**src/rtl/ram_arb_pkg.sv**
```systemverilog
// Shared types and constants for the SDRAM arbiter: FSM states, owner codes
// and the video-RAM shadow bank decode value.
package ram_arb_pkg;

    typedef enum logic [1:0] {
        S_IDLE  = 2'd0,
        S_ISSUE = 2'd1,
        S_WAIT  = 2'd2,
        S_DONE  = 2'd3
    } arb_state_e;

    localparam logic [1:0] OWN_NONE = 2'd0;
    localparam logic [1:0] OWN_CPU  = 2'd1;
    localparam logic [1:0] OWN_TAPE = 2'd2;
    localparam logic [1:0] OWN_DMA  = 2'd3;

    localparam logic [8:0] VRAM_BANK_HI = 9'h001;

endpackage

```
**src/rtl/ram_arb_prio.sv**
```systemverilog
// Requester pick (DMA > tape > CPU) with a tape burst counter that forces one
// CPU grant after TAPE_BURST back-to-back tape grants while the CPU waits.
module ram_arb_prio
    import ram_arb_pkg::*;
#(
    parameter int TAPE_BURST = 4
) (
    input  logic       clk_sys,
    input  logic       reset_n,
    input  logic       grant,
    input  logic       dma_req,
    input  logic       tape_req,
    input  logic       cpu_req,
    output logic [1:0] pick
);

    localparam int CW = $clog2(TAPE_BURST + 1);

    logic [CW-1:0] burst_q;
    logic [CW-1:0] burst_d;
    logic          burst_full;

    assign burst_full = (burst_q >= CW'(TAPE_BURST));

    always_comb begin
        pick = OWN_NONE;
        if (dma_req) begin
            pick = OWN_DMA;
        end else if (cpu_req && (burst_full || !tape_req)) begin
            pick = OWN_CPU;
        end else if (tape_req) begin
            pick = OWN_TAPE;
        end
    end

    // Only tape grants made while the CPU is waiting extend the burst.
    always_comb begin
        burst_d = burst_q;
        if (grant) begin
            case (pick)
                OWN_CPU:  burst_d = '0;
                OWN_TAPE: burst_d = cpu_req ? burst_q + CW'(1) : '0;
                default:  burst_d = burst_q;
            endcase
        end
    end

    always_ff @(posedge clk_sys) begin
        if (!reset_n) begin
            burst_q <= '0;
        end else begin
            burst_q <= burst_d;
        end
    end

endmodule

```
**src/rtl/ram_arbiter.sv**
```systemverilog
// Three-port SDRAM arbiter (DMA write, tape read, CPU read/write) with one
// transaction in flight. Optional shadow video-RAM strobe: RAM_ARB_VRAM_SHADOW_EN.
//
// state   | meaning
// IDLE    | pick a requester, latch its address/data and owner
// ISSUE   | one-cycle ram_rd / ram_we strobe
// WAIT    | hold address/data until ram_ready, then capture ram_dout
// DONE    | one-cycle ack to the owner, owner returns to none
module ram_arbiter
    import ram_arb_pkg::*;
#(
    parameter int TAPE_BURST = 4
) (
    input  logic        clk_sys,
    input  logic        reset_n,
    input  logic        dma_req,
    input  logic [24:0] dma_addr,
    input  logic [7:0]  dma_din,
    output logic        dma_ack,
    input  logic        tape_req,
    input  logic [24:0] tape_addr,
    output logic [7:0]  tape_dout,
    output logic        tape_ack,
    input  logic        cpu_rd,
    input  logic        cpu_wr,
    input  logic [24:0] cpu_addr,
    input  logic [7:0]  cpu_din,
    output logic [7:0]  cpu_dout,
    output logic        cpu_ack,
    output logic        cpu_wait,
    output logic [24:0] ram_addr,
    output logic [7:0]  ram_din,
    output logic        ram_rd,
    output logic        ram_we,
    input  logic [7:0]  ram_dout,
    input  logic        ram_ready,
    output logic        vram_we,
    output logic [1:0]  owner
);

    arb_state_e  state_q, state_d;
    logic [1:0]  owner_q, owner_d;
    logic [24:0] addr_q, addr_d;
    logic [7:0]  din_q, din_d;
    logic        we_q, we_d;
    logic [7:0]  tape_dout_q, tape_dout_d;
    logic [7:0]  cpu_dout_q, cpu_dout_d;

    logic        cpu_req;
    logic        grant;
    logic [1:0]  pick;
    logic        done;

    assign cpu_req = cpu_rd | cpu_wr;
    assign grant   = (state_q == S_IDLE) && (pick != OWN_NONE);

    ram_arb_prio #(.TAPE_BURST(TAPE_BURST)) u_prio (
        .clk_sys  (clk_sys),
        .reset_n  (reset_n),
        .grant    (grant),
        .dma_req  (dma_req),
        .tape_req (tape_req),
        .cpu_req  (cpu_req),
        .pick     (pick)
    );

    always_comb begin
        state_d     = state_q;
        owner_d     = owner_q;
        addr_d      = addr_q;
        din_d       = din_q;
        we_d        = we_q;
        tape_dout_d = tape_dout_q;
        cpu_dout_d  = cpu_dout_q;
        case (state_q)
            S_IDLE: begin
                if (grant) begin
                    state_d = S_ISSUE;
                    owner_d = pick;
                    case (pick)
                        OWN_DMA: begin
                            addr_d = dma_addr;
                            din_d  = dma_din;
                            we_d   = 1'b1;
                        end
                        OWN_TAPE: begin
                            addr_d = tape_addr;
                            we_d   = 1'b0;
                        end
                        default: begin
                            addr_d = cpu_addr;
                            din_d  = cpu_din;
                            we_d   = cpu_wr;
                        end
                    endcase
                end
            end
            S_ISSUE: state_d = S_WAIT;
            S_WAIT: begin
                if (ram_ready) begin
                    state_d = S_DONE;
                    if (owner_q == OWN_TAPE) begin
                        tape_dout_d = ram_dout;
                    end else if (owner_q == OWN_CPU && !we_q) begin
                        cpu_dout_d = ram_dout;
                    end
                end
            end
            S_DONE: begin
                state_d = S_IDLE;
                owner_d = OWN_NONE;
            end
            default: state_d = S_IDLE;
        endcase
    end

    always_ff @(posedge clk_sys) begin
        if (!reset_n) begin
            state_q     <= S_IDLE;
            owner_q     <= OWN_NONE;
            addr_q      <= '0;
            din_q       <= '0;
            we_q        <= 1'b0;
            tape_dout_q <= '0;
            cpu_dout_q  <= '0;
        end else begin
            state_q     <= state_d;
            owner_q     <= owner_d;
            addr_q      <= addr_d;
            din_q       <= din_d;
            we_q        <= we_d;
            tape_dout_q <= tape_dout_d;
            cpu_dout_q  <= cpu_dout_d;
        end
    end

    assign done      = (state_q == S_DONE);
    assign ram_rd    = (state_q == S_ISSUE) && !we_q;
    assign ram_we    = (state_q == S_ISSUE) && we_q;
    assign ram_addr  = addr_q;
    assign ram_din   = din_q;
    assign owner     = owner_q;
    assign dma_ack   = done && (owner_q == OWN_DMA);
    assign tape_ack  = done && (owner_q == OWN_TAPE);
    assign cpu_ack   = done && (owner_q == OWN_CPU);
    assign tape_dout = tape_dout_q;
    assign cpu_dout  = cpu_dout_q;
    assign cpu_wait  = reset_n && cpu_req && !cpu_ack;

`ifdef RAM_ARB_VRAM_SHADOW_EN
    // Banks 5 and 7 are the two video pages mirrored into the shadow RAM.
    assign vram_we = ram_we && (addr_q[24:16] == VRAM_BANK_HI) && addr_q[14];
`else
    assign vram_we = 1'b0;
`endif

endmodule

```
**config.mk**
```make
export PLATFORM = sky130hd
export DESIGN_NAME = ram_arbiter
export DESIGN_NICKNAME = d
export VERILOG_FILES = /design/src/rtl/ram_arb_pkg.sv /design/src/rtl/ram_arb_prio.sv /design/src/rtl/ram_arbiter.sv
export SDC_FILE = /design/constraint.sdc
export NUM_CORES = 1
export LEC_CHECK = 0
export ABC_AREA = 1
export ABC_CLOCK_PERIOD_IN_PS = 1650
export BUFFER_PORTS_ARGS = -buffer_cell sky130_fd_sc_hd__buf_4
export CAP_MARGIN = 10
export CORE_ASPECT_RATIO = 1.4
export CORE_MARGIN = 2
export CORE_UTILIZATION = 42
export CTS_BUF_LIST = sky130_fd_sc_hd__clkbuf_8
export DETAILED_ROUTE_END_ITERATION = 8
export PLACE_DENSITY = 0.9
export SLEW_MARGIN = 20
export SYNTH_ARGS = -nofsm -noshare
export SYNTH_HDL_FRONTEND = slang
export SYNTH_SLANG_ARGS = --single-unit
```
**constraint.sdc**
```tcl
create_clock -name clk_sys -period 1.65 [get_ports clk_sys]
set_input_delay 0.165 -clock clk_sys [delete_from_list [all_inputs] [get_ports clk_sys]]
set_output_delay 0.165 -clock clk_sys [all_outputs]
set_load 0.05 [all_outputs]
```
==> flow_summary.toml, run 1 <==
[run_status]
status = "finished, violations left"
failed_checks = "negative setup slack"

[power]
post-layout-total-power_mw = 8.13
power_density_mw_per_mm2 = 1600
pleak_nw = 2.49
cellInternalPower_mw = 4.46
irDropWorstVdd_v = 0.000796
clock_power_share_pct = 16.3
power.net_switching_mw = 3.68
comb_power_share_pct = 58.9
p_sw_share_pct = 45.2
pwr-share-seq_pct = 24.8

[sta]
finClkSkew_ns = 0.00851
final.min_clock_period_ns = 1.67
min_period_over_period_pct = 101
report.final.hold_viol_count = 0
finalSetupViolCount = 1
slew_violations = 0
max_clock_freq_mhz = 599
timing.final.ws_setup_ns = -0.0205
grt_setup_unrepaired = "true"

[critical_path]
slowest_stage = "dfxtp_2"
critPathCaptureType = "flop"
critPathMostFrequentCell = "nand2_2"
cpPeakStageDelay_ns = 0.32
cp.required_ns = 1.89
path_class = "reg -> reg"
timing.critical_path.arrival_ns = 1.91
top_fanout_value_on_the_critical_path = 5
path_cells = "inv_2, nand2_2, nand2_2, nand2_2, nand2_4, ha_4, nor2_4, buf_6, buf_4, o21ai_0, nor2_1, nor2_1"
critPathLaunchType = "flop"

[drt]
totalWireLength_mm = 10.6
routed_wire_length_per_instance_um = 14.3
drt-initial-drc-count = 100
remaining_antenna_violation_count = 0
dr_total_vias = 3672
remaining_drc_errors = 0
avgViaCountPerCell = 4.96
drt_pass1_iterations = 4

[logic_synthesis]
synth_cell_type_count = 24
yosysSeqAreaShare_pct = 38.5
post_synth_edffs = 0
mappedNetlistNets = 563
synthFlopType = "dfxtp_1"
synth_seq_cells = 57
mappedNetlistArea_mm2 = 0.00296
ys_warn_count = 0
post_synth_main_area_contributors = "dfxtp_1 (39%), nand2_1 (14%), o21ai_0 (12%)"
synthDominantAreaCellType = "dfxtp_1"
postSynth.asyncResetShare_pct = 0
post_synth_inst_count = 449
postSynthAreaPerCell_um2 = 6.59
post-synth-top-area-fraction_pct = 38.5

[clock_tree]
cts_max_path_buffers = 2
ctsHoldBuffers = 0
tritoncts_clock_tree = "done"
tritoncts.num_buffers = 9
worst_skew_pair.late_latency_ns = 0.34
path_clk_slew_ns = 0.07
cts-htree-levels = 3
clkSinkCount = 57
cts_root_buf = "clkbuf_8"

[global_routing]
grt_max_degree = 40
initial_antenna_violation_count = 0
grt_pass1_wl_mm = 15.0
vias_in_the_first_global_route = 3440
globalRoute.totalOverflow = 0
global_route.usage.total_pct = 25.4

[floorplan]
dieHeight_um = 103
initial_core_util_pct = 43.0
ios = 164
coreArea_mm2 = 0.00689
floorplan.rows = 36
overall_die_area_mm2 = 0.00775
die_w_um = 75.0

[finish]
design.final.nets = 754
area_delta_synth_final_pct = 71.8
num_antenna_cells = 0
filler_cells_inserted = 513
final_layout_size_suffix_gt1_share_pct = 42.6
postLayoutCellArea_mm2 = 0.00509

[placement]
post_detail_place_hpwl_mm = 7.37
detailed_place.area_mm2 = 0.00436
buffer_ports.inserted = 162
place.gp.congestion = 0.830

[hold_path]
worst_hold_path_type = "in -> reg"

[run]
timing.max_cap.violations = 0
[registers in the layout, indices dropped and copies added (netlist names)]
signal,count
ram_addr,25
cpu_dout,8
ram_din,8
tape_dout,8
u_prio.burst_q,3
owner,2
state_q,2
we_q,1
[layout make-up]
cell class              count  area (um^2)  share of cell area (%)
flip-flops and latches     57         1140                    22.5
multi-input cells         324         1700                    33.5
repair buffers            204         1710                    33.7
clock inverters             5         55.1                    1.08
inverters                  43          183                    3.59
clock buffers              11          151                    2.98
well taps                  95          119                    2.34
repair inverters            1         16.3                   0.320
[logic make-up (layout without fill, tap and decap cells)]
kind of cell	after synthesis	count (layout)	share of synthesized area, %
flip-flops	57	57	38.5
buffers and inverters	68	264	11.2
other	1	1	0.127
AO/OA/AOI/OAI	115	115	19.7
AND/OR/NAND/NOR	200	200	27.0
adder cells (fa/ha/maj)	8	8	3.38
[cell usage after synthesis, types with 4 or more instances]
master    instances
buf_6             5
o21ai_0          69
nor2_1           66
a31oi_1           4
nand2_1         109
a21oi_1          26
ha_1              8
nand3_1          17
buf_2             4
o21ai_1          15
dfxtp_1          57
clkbuf_1         10
inv_1            41
[per-stage QoR]
| stage | utilization, % | hold slack, ns | TNS [ns] | std cells | setup slack, ns |
|---|---|---|---|---|---|
| floorplan | - | 0.300 | -0.157 | 449 | -0.140 |
| global placement | 63.2 | 0.400 | -0.403 | 704 | -0.0374 |
| detailed placement | 63.2 | 0.406 | -2.82 | 704 | -0.142 |
| CTS | 68.4 | 0.0535 | -0.168 | 728 | -0.0283 |
| global route | 73.8 | 0.0889 | -1.45 | 740 | -0.0928 |
| finish | 73.8 | 0.0668 | -0.0205 | 740 | -0.0205 |
[placed cells by master (no fill, tap or decap)]
| master | n |
|---|---|
| nor3_4 | 1 |
| o21ai_2 | 14 |
| clkbuf_16 | 5 |
| a22oi_1 | 1 |
| conb_1 | 1 |
| nand2_4 | 1 |
| buf_8 | 1 |
| dfxtp_1 | 54 |
| ha_1 | 4 |
| clkinv_2 | 1 |
| buf_12 | 2 |
| nand2_1 | 97 |
| inv_1 | 37 |
| buf_4 | 184 |
| clkinv_8 | 2 |
| dfxtp_2 | 3 |
| bufinv_16 | 1 |
| clkinvlp_4 | 2 |
| nand3_2 | 1 |
| clkbuf_8 | 11 |
| nand3_1 | 16 |
| a21oi_1 | 23 |
| nand2_2 | 10 |
| nor2_2 | 4 |
| nor3_2 | 1 |
| nor2_4 | 4 |
| nand2_8 | 2 |
| a21oi_2 | 3 |
| clkinv_4 | 1 |
| a31oi_1 | 4 |
| o21ai_0 | 31 |
| o21ai_1 | 39 |
| ha_4 | 4 |
| buf_6 | 11 |
| buf_16 | 1 |
| inv_4 | 2 |
| inv_2 | 3 |
| nor2_1 | 62 |
| nand4_1 | 1 |
[layer usage]
metal | vias to the layer above | track usage, % | part of all wire, %
met5 | - | 0 | 0
met4 | 0 | 10.7 | 2.6
met3 | 24 | 6.88 | 7.5
met2 | 167 | 48.9 | 55
met1 | 1664 | 24.6 | 35
li1 | 1817 | - | -
[repair_timing]
action                     CTS  global route
setup endpoints to repair   36            40
pin swaps                    2            36
gates cloned                 3             8
resized for setup           17           100
setup buffers                5             7
[worst paths after layout]
| check | start | end | slack, ns | cells after the start |
|---|---|---|---|---|
| setup / recovery | u_prio.burst_q[2] | ram_addr[17] | -0.02 | 12 |
| hold / removal | ram_dout[2] | tape_dout[2] | 0.07 | 3 |
| setup reg to reg | u_prio.burst_q[2] | ram_addr[17] | -0.02 | 12 |
| hold reg to reg | cpu_dout[0] | cpu_dout[0] | 0.47 | 2 |
[power by group through the flow]
stage | combinational (mW) | sequential, mW | clock [mW]
global route | 5.08 | 2.06 | 1.40
CTS | 3.95 | 1.98 | 1.34
floorplan | 1.44 | 3.07 | 0
finish | 4.79 | 2.01 | 1.32
global placement | 3.64 | 1.99 | 0
detailed placement | 3.72 | 2.00 | 0
[worst max-delay path: cells and delay by family, from the launching register on]
kind            cells  cell delay [ns]
buf+inv             3             0.30
compound gates      1             0.08
simple gates        7             0.67
fa+ha+maj           1             0.20
flops               1             0.32
Note: power is estimated with default switching activity, not from simulation.
==> run 2: changes to the inputs <==
--- a/config.mk
+++ b/config.mk
@@ -6,16 +6,18 @@
 export NUM_CORES = 1
 export LEC_CHECK = 0
 export ABC_AREA = 1
-export ABC_CLOCK_PERIOD_IN_PS = 1650
+export ABC_CLOCK_PERIOD_IN_PS = 2000
 export BUFFER_PORTS_ARGS = -buffer_cell sky130_fd_sc_hd__buf_4
 export CAP_MARGIN = 10
 export CORE_ASPECT_RATIO = 1.4
 export CORE_MARGIN = 2
-export CORE_UTILIZATION = 42
+export CORE_UTILIZATION = 51
 export CTS_BUF_LIST = sky130_fd_sc_hd__clkbuf_8
+export CTS_CLUSTER_SIZE = 25
 export DETAILED_ROUTE_END_ITERATION = 8
-export PLACE_DENSITY = 0.9
+export PLACE_DENSITY = 0.95
 export SLEW_MARGIN = 20
 export SYNTH_ARGS = -nofsm -noshare
 export SYNTH_HDL_FRONTEND = slang
+export SYNTH_HIERARCHICAL = 1
 export SYNTH_SLANG_ARGS = --single-unit
==> constraint.sdc (replaced) <==
create_clock -name clk_sys -period 2 [get_ports clk_sys]
set_input_delay 0.2 -clock clk_sys [delete_from_list [all_inputs] [get_ports clk_sys]]
set_output_delay 0.2 -clock clk_sys [all_outputs]
set_load 0.05 [all_outputs]
==> run 2 against run 1 <==
  * The flow now finishes without violations
  * Area after synthesis rose by 6.6%
  * Via count is 2.8% higher
  * Critical endpoint is now cpu_wait
  * Critical path type is now reg -> out
  * Combinational power decreased by 28%
==> flow_summary.toml, run 2 <==
[run_status]
status = "finished, final reports clean"

[clock_tree]
cts_setup_buffers = 0
cts_max_path_buffers = 2
clkSinkCount = 57
path_clk_slew_ns = 0.07
cts_root_buf = "clkbuf_8"
tritoncts_clock_tree = "done"
tritoncts.num_buffers = 9
worst_skew_pair.late_latency_ns = 0.34
cts-htree-levels = 3

[logic_synthesis]
synthDominantAreaCellType = "dfxtp_1"
post-synth-top-count-cell = "nand2_1"
post_synth_inst_count = 526
synth_commonest_cells = "nand2_1 (205), nor2_1 (94), dfxtp_1 (57)"
mappedNetlistArea_mm2 = 0.00315
post_synth_main_area_contributors = "dfxtp_1 (36%), nand2_1 (24%), nor2_1 (11%)"
post_synth_edffs = 0
synth_cell_type_count = 23
yosysSeqAreaShare_pct = 36.2
postSynthAreaPerCell_um2 = 6.00
post-synth-top-area-fraction_pct = 36.2
synthFlopType = "dfxtp_1"
ys_warn_count = 6
postSynth.asyncResetShare_pct = 0
mappedNetlistNets = 639
synth_seq_cells = 57

[critical_path]
cp.required_ns = 1.80
path_cells = "ha_1, inv_1, nor3_4, nor3_2, buf_4"
critPathBufInv = 2
top_fanout_value_on_the_critical_path = 5
timing.reg2reg.worst_path_depth = 9
critPathLaunchType = "flop"
crit_family = "buffers and inverters"
path_class = "reg -> out"
timing.critical_path.arrival_ns = 1.56
slowest_stage = "dfxtp_1"
r2r_setup_slack_ns = 0.26
worstReg2RegStart = "u_prio/burst_q[2]"
critPathCaptureType = "output pin"
regToRegEndpoint = "ram_addr[1]"
cpPeakStageDelay_ns = 0.34

[global_routing]
initial_antenna_violation_count = 0
grt_max_degree = 39
globalRoute.totalOverflow = 0
grt_pass1_wl_mm = 15.8
vias_in_the_first_global_route = 3568
global_route.usage.total_pct = 28.8

[sta]
min_period_over_period_pct = 88.1
report.final.hold_viol_count = 0
timing.setup.tns_ns = 0
finClkSkew_ns = 0.00799
grt_setup_unrepaired = "false"
slew_violations = 0
final.min_clock_period_ns = 1.76
max_clock_freq_mhz = 567
finalSetupViolCount = 0

[drt]
totalWireLength_mm = 9.70
dr_total_vias = 3776
drt-initial-drc-count = 156
routed_wire_length_per_instance_um = 12.7
remaining_antenna_violation_count = 0
remaining_drc_errors = 0
avgViaCountPerCell = 4.96
drt_pass1_iterations = 5

[finish]
filler_cells_inserted = 456
finalCoreUtilization_pct = 78.7
design.final.nets = 800
largest_register_ffs = 25
area_delta_synth_final_pct = 47.3
multiInputGateArea_mm2 = 0.00167
register_area_mm2 = 0.00114
mostFrequentLayoutCells = "nand2_1 (205), buf_4 (171), nor2_1 (93)"
postLayoutCellArea_mm2 = 0.00465
final_layout_size_suffix_gt1_share_pct = 29.5
layout_commonest_cell = "nand2_1"
num_antenna_cells = 0

[hold_path]
worst_hold_launch = "ram_dout[0]"
timing.hold.worst_path_depth = 3
hold_end = "tape_dout[0]"
worst_hold_path_type = "in -> reg"

[power]
clock_power_share_pct = 18.5
power_density_mw_per_mm2 = 1340
cellInternalPower_mw = 3.28
comb_power_share_pct = 55.1
pwr-share-seq_pct = 26.5
irDropWorstVdd_v = 0.000800
power.net_switching_mw = 2.95
p_sw_share_pct = 47.3
pleak_nw = 2.58

[floorplan]
die_w_um = 70.5
floorplan.rows = 33
ios = 164
initial_core_util_pct = 53.4
dieHeight_um = 97.1
coreArea_mm2 = 0.00590
overall_die_area_mm2 = 0.00684

[placement]
place.gp.congestion = 0.880
buffer_ports.inserted = 162
post_detail_place_hpwl_mm = 7.24
detailed_place.area_mm2 = 0.00443

[run]
timing.max_cap.violations = 0
run 2: worst min-delay path: cells and delay by family:
family | cells | cell delay (ns)
buffers and inverters | 1 | 0.08
AND/OR/NAND/NOR | 2 | 0.12
run 2: routing by layer:
layer | global-route usage (%) | vias up | routed length (um)
li1 | - | 1909 | -
met1 | 27.8 | 1665 | 3410
met2 | 53.6 | 170 | 5190
met3 | 8.61 | 32 | 711
met4 | 14.8 | 0 | 386
met5 | 0 | - | 0
run 2: layout make-up:
| class | count | area share, % |
|---|---|---|
| multi-input combinational | 390 | 36.0 |
| timing repair buffer | 173 | 28.5 |
| sequential | 57 | 24.6 |
| inverter | 56 | 4.52 |
| clock buffer | 9 | 2.67 |
| tap | 70 | 1.88 |
| clock inverter | 7 | 1.86 |
run 2: repair_timing:
item | 4_1_cts | 5_1_grt
setup endpoints to repair | 0 | 8
hold buffers | 0 | 0
resized for setup | 0 | 1
run 2: worst max-delay path by stage:
stage                            startpoint            to  slack, ns  cells past startpoint
after floorplan                    owner[0]      cpu_wait       0.17                      3
after global placement               cpu_wr   ram_addr[5]       0.24                     10
after detailed placement             cpu_wr   ram_addr[4]       0.13                     13
after CTS                        state_q[0]  tape_dout[6]       0.13                      7
after global routing      u_prio/burst_q[2]  ram_addr[18]       0.08                      9
final                            state_q[0]      cpu_wait       0.24                      5
run 2: power by group through the flow:
stage	Clock (mW)	Sequential, mW	Combinational, mW
2_1_floorplan	0	2.61	1.44
3_3_place_gp	0	1.65	3.32
3_5_place_dp	0	1.66	3.39
4_1_cts	1.17	1.64	3.42
5_1_grt	1.23	1.68	3.69
6_report	1.15	1.65	3.43
run 2: through the flow:
stage          total power [mW]  instances  setup slack, ns  hold WS (ns)
6_report                   6.23        762            0.238        0.0904
3_5_place_dp               5.05        746            0.130         0.443
5_1_grt                    6.60        762           0.0843         0.100
2_1_floorplan              4.05        526            0.175         0.325
3_3_place_gp               4.97        746            0.245         0.438
4_1_cts                    6.23        762            0.131        0.0800
run 2: kinds of logic after synthesis:
group / Yosys count / share of synthesized area (%)
fa+ha+maj: 7 / 2.78
other cells: 1 / 0.119
flops: 57 / 36.2
buf+inv: 79 / 11.5
simple gates: 356 / 45.2
compound gates: 26 / 4.28
==> run 3: changes to the inputs <==
--- a/config.mk
+++ b/config.mk
@@ -9,9 +9,11 @@
 export ABC_CLOCK_PERIOD_IN_PS = 2000
 export BUFFER_PORTS_ARGS = -buffer_cell sky130_fd_sc_hd__buf_4
 export CAP_MARGIN = 10
+export CELL_PAD_IN_SITES_DETAIL_PLACEMENT = 0
+export CELL_PAD_IN_SITES_GLOBAL_PLACEMENT = 1
 export CORE_ASPECT_RATIO = 1.4
 export CORE_MARGIN = 2
-export CORE_UTILIZATION = 51
+export CORE_UTILIZATION = 33
 export CTS_BUF_LIST = sky130_fd_sc_hd__clkbuf_8
 export CTS_CLUSTER_SIZE = 25
 export DETAILED_ROUTE_END_ITERATION = 8
==> run 3 against run 2 <==
  * Routed wire length down 1.6%
  * Maximum frequency rose by 5.5%
  * Clock power shrank 10%
  * Total power fell by 3.6%
  * Design area grew 0.70%
  * Critical path depth unchanged
  * Highest routed layer unchanged
==> flow_summary.toml, run 3 (synthesis gave the netlist of run 2 again) <==
[drt]
routed_wire_length_per_instance_um = 11.9
drt-initial-drc-count = 142
totalWireLength_mm = 9.54
remaining_antenna_violation_count = 0
dr_total_vias = 3623
drt_pass1_iterations = 4
remaining_drc_errors = 0
avgViaCountPerCell = 4.51

[global_routing]
vias_in_the_first_global_route = 3519
initial_antenna_violation_count = 0
grt_pass1_wl_mm = 15.9
globalRoute.totalOverflow = 0
global_route.usage.total_pct = 19.3
grt_max_degree = 38

[clock_tree]
clkSinkCount = 57
cts-htree-levels = 3
ctsHoldBuffers = 0
tritoncts.num_buffers = 9
worst_skew_pair.late_latency_ns = 0.34
cts_max_path_buffers = 2
cts_root_buf = "clkbuf_8"
cts_setup_buffers = 0
tritoncts_clock_tree = "done"
path_clk_slew_ns = 0.06

[critical_path]
cp.required_ns = 1.80
crit_family = "buffers and inverters"
timing.critical_path.arrival_ns = 1.47
slowest_stage = "dfxtp_1"
top_fanout_value_on_the_critical_path = 5
critPathLaunchType = "flop"
path_class = "reg -> out"
cpPeakStageDelay_ns = 0.34
r2r_setup_slack_ns = 0.34
critPathBufInv = 2
path_cells = "ha_1, inv_1, nor3_4, nor3_2, buf_4"
critPathCaptureType = "output pin"

[finish]
layout_commonest_cell = "nand2_1"
mostFrequentLayoutCells = "nand2_1 (205), buf_4 (175), nor2_1 (94)"
num_antenna_cells = 0
largest_register_ffs = 25
final_layout_size_suffix_gt1_share_pct = 29.6
area_delta_synth_final_pct = 48.4
design.final.nets = 803

[sta]
max_clock_freq_mhz = 599
fin_hold_ws_ns = 0.0932
finalSetupViolCount = 0
min_period_over_period_pct = 83.5
finClkSkew_ns = 0.00564
final.min_clock_period_ns = 1.67
report.final.hold_viol_count = 0
timing.setup.tns_ns = 0
grt_setup_unrepaired = "false"
slew_violations = 0

[run]
timing.max_cap.violations = 0

[placement]
post_detail_place_hpwl_mm = 7.42
buffer_ports.inserted = 162
place.gp.congestion = 0.835

[hold_path]
worst_hold_path_type = "in -> reg"

[floorplan]
floorplan.rows = 42
ios = 164
die_w_um = 86.6
overall_die_area_mm2 = 0.0104
dieHeight_um = 120
initial_core_util_pct = 33.7
coreArea_mm2 = 0.00935

[run_status]
status = "finished, final reports clean"

[power]
pleak_nw = 2.57
pwr-share-seq_pct = 27.5
power.net_switching_mw = 2.86
comb_power_share_pct = 55.4
power_density_mw_per_mm2 = 1280
irDropWorstVdd_v = 0.000574
clock_power_share_pct = 17.1
p_sw_share_pct = 47.5
cellInternalPower_mw = 3.15
[run 3: path summary, 6_finish.rpt]
| path | startpoint | end | depth (start not counted) |
|---|---|---|---|
| hold / removal | ram_dout[3] | tape_dout[3] | 3 |
| hold reg to reg | cpu_dout[4] | cpu_dout[4] | 2 |
| setup / recovery | state_q[0] | cpu_wait | 5 |
| setup reg to reg | u_prio/burst_q[2] | ram_addr[24] | 10 |
[run 3: layer usage]
layer	part of all wire, %	GRT usage, %
met4	2.9	8.69
met3	4.5	3.78
met2	55	34.8
met1	38	21.3
met5	0	0
[run 3: layout make-up]
class / instances / area, um^2
fill: 1006 / 4670
multi-input combinational: 390 / 1670
timing repair buffer: 176 / 1330
sequential: 57 / 1140
inverter: 56 / 213
clock buffer: 10 / 138
tap: 110 / 138
clock inverter: 4 / 45.0
[run 3: tightest hold or removal path: cells and delay by family]
family / cells / cell delay, ns
buf+inv: 1 / 0.08
simple gates: 2 / 0.12
[run 3: metrics by stage]
stage / utilization, % / worst slack, ns / cell area [um^2] / instances / power, mW
final: 50.0 / 0.330 / 4680 / 803 / 6.01
after global placement: 48.0 / 0.119 / 4490 / 789 / 5.00
after detailed placement: 48.0 / 0.00320 / 4490 / 789 / 5.03
after CTS: 50.0 / 0.180 / 4680 / 803 / 6.09
after floorplan: - / 0.175 / 3170 / 526 / 4.05
after global routing: 50.0 / 0.0944 / 4680 / 803 / 6.49
[run 3: timing repair]
| item | 4_1_cts | 5_1_grt |
|---|---|---|
| setup endpoints to repair | 0 | 31 |
| endpoints found under the hold margin | 0 | 0 |
| gates resized for setup | 0 | 2 |
[run 3: power by group through the flow]
stage / Sequential (mW) / Combinational [mW] / Clock, mW
global route: 1.69 / 3.69 / 1.11
finish: 1.65 / 3.33 / 1.03
detailed placement: 1.68 / 3.36 / 0
CTS: 1.66 / 3.37 / 1.06
global placement: 1.66 / 3.33 / 0
floorplan: 2.61 / 1.44 / 0
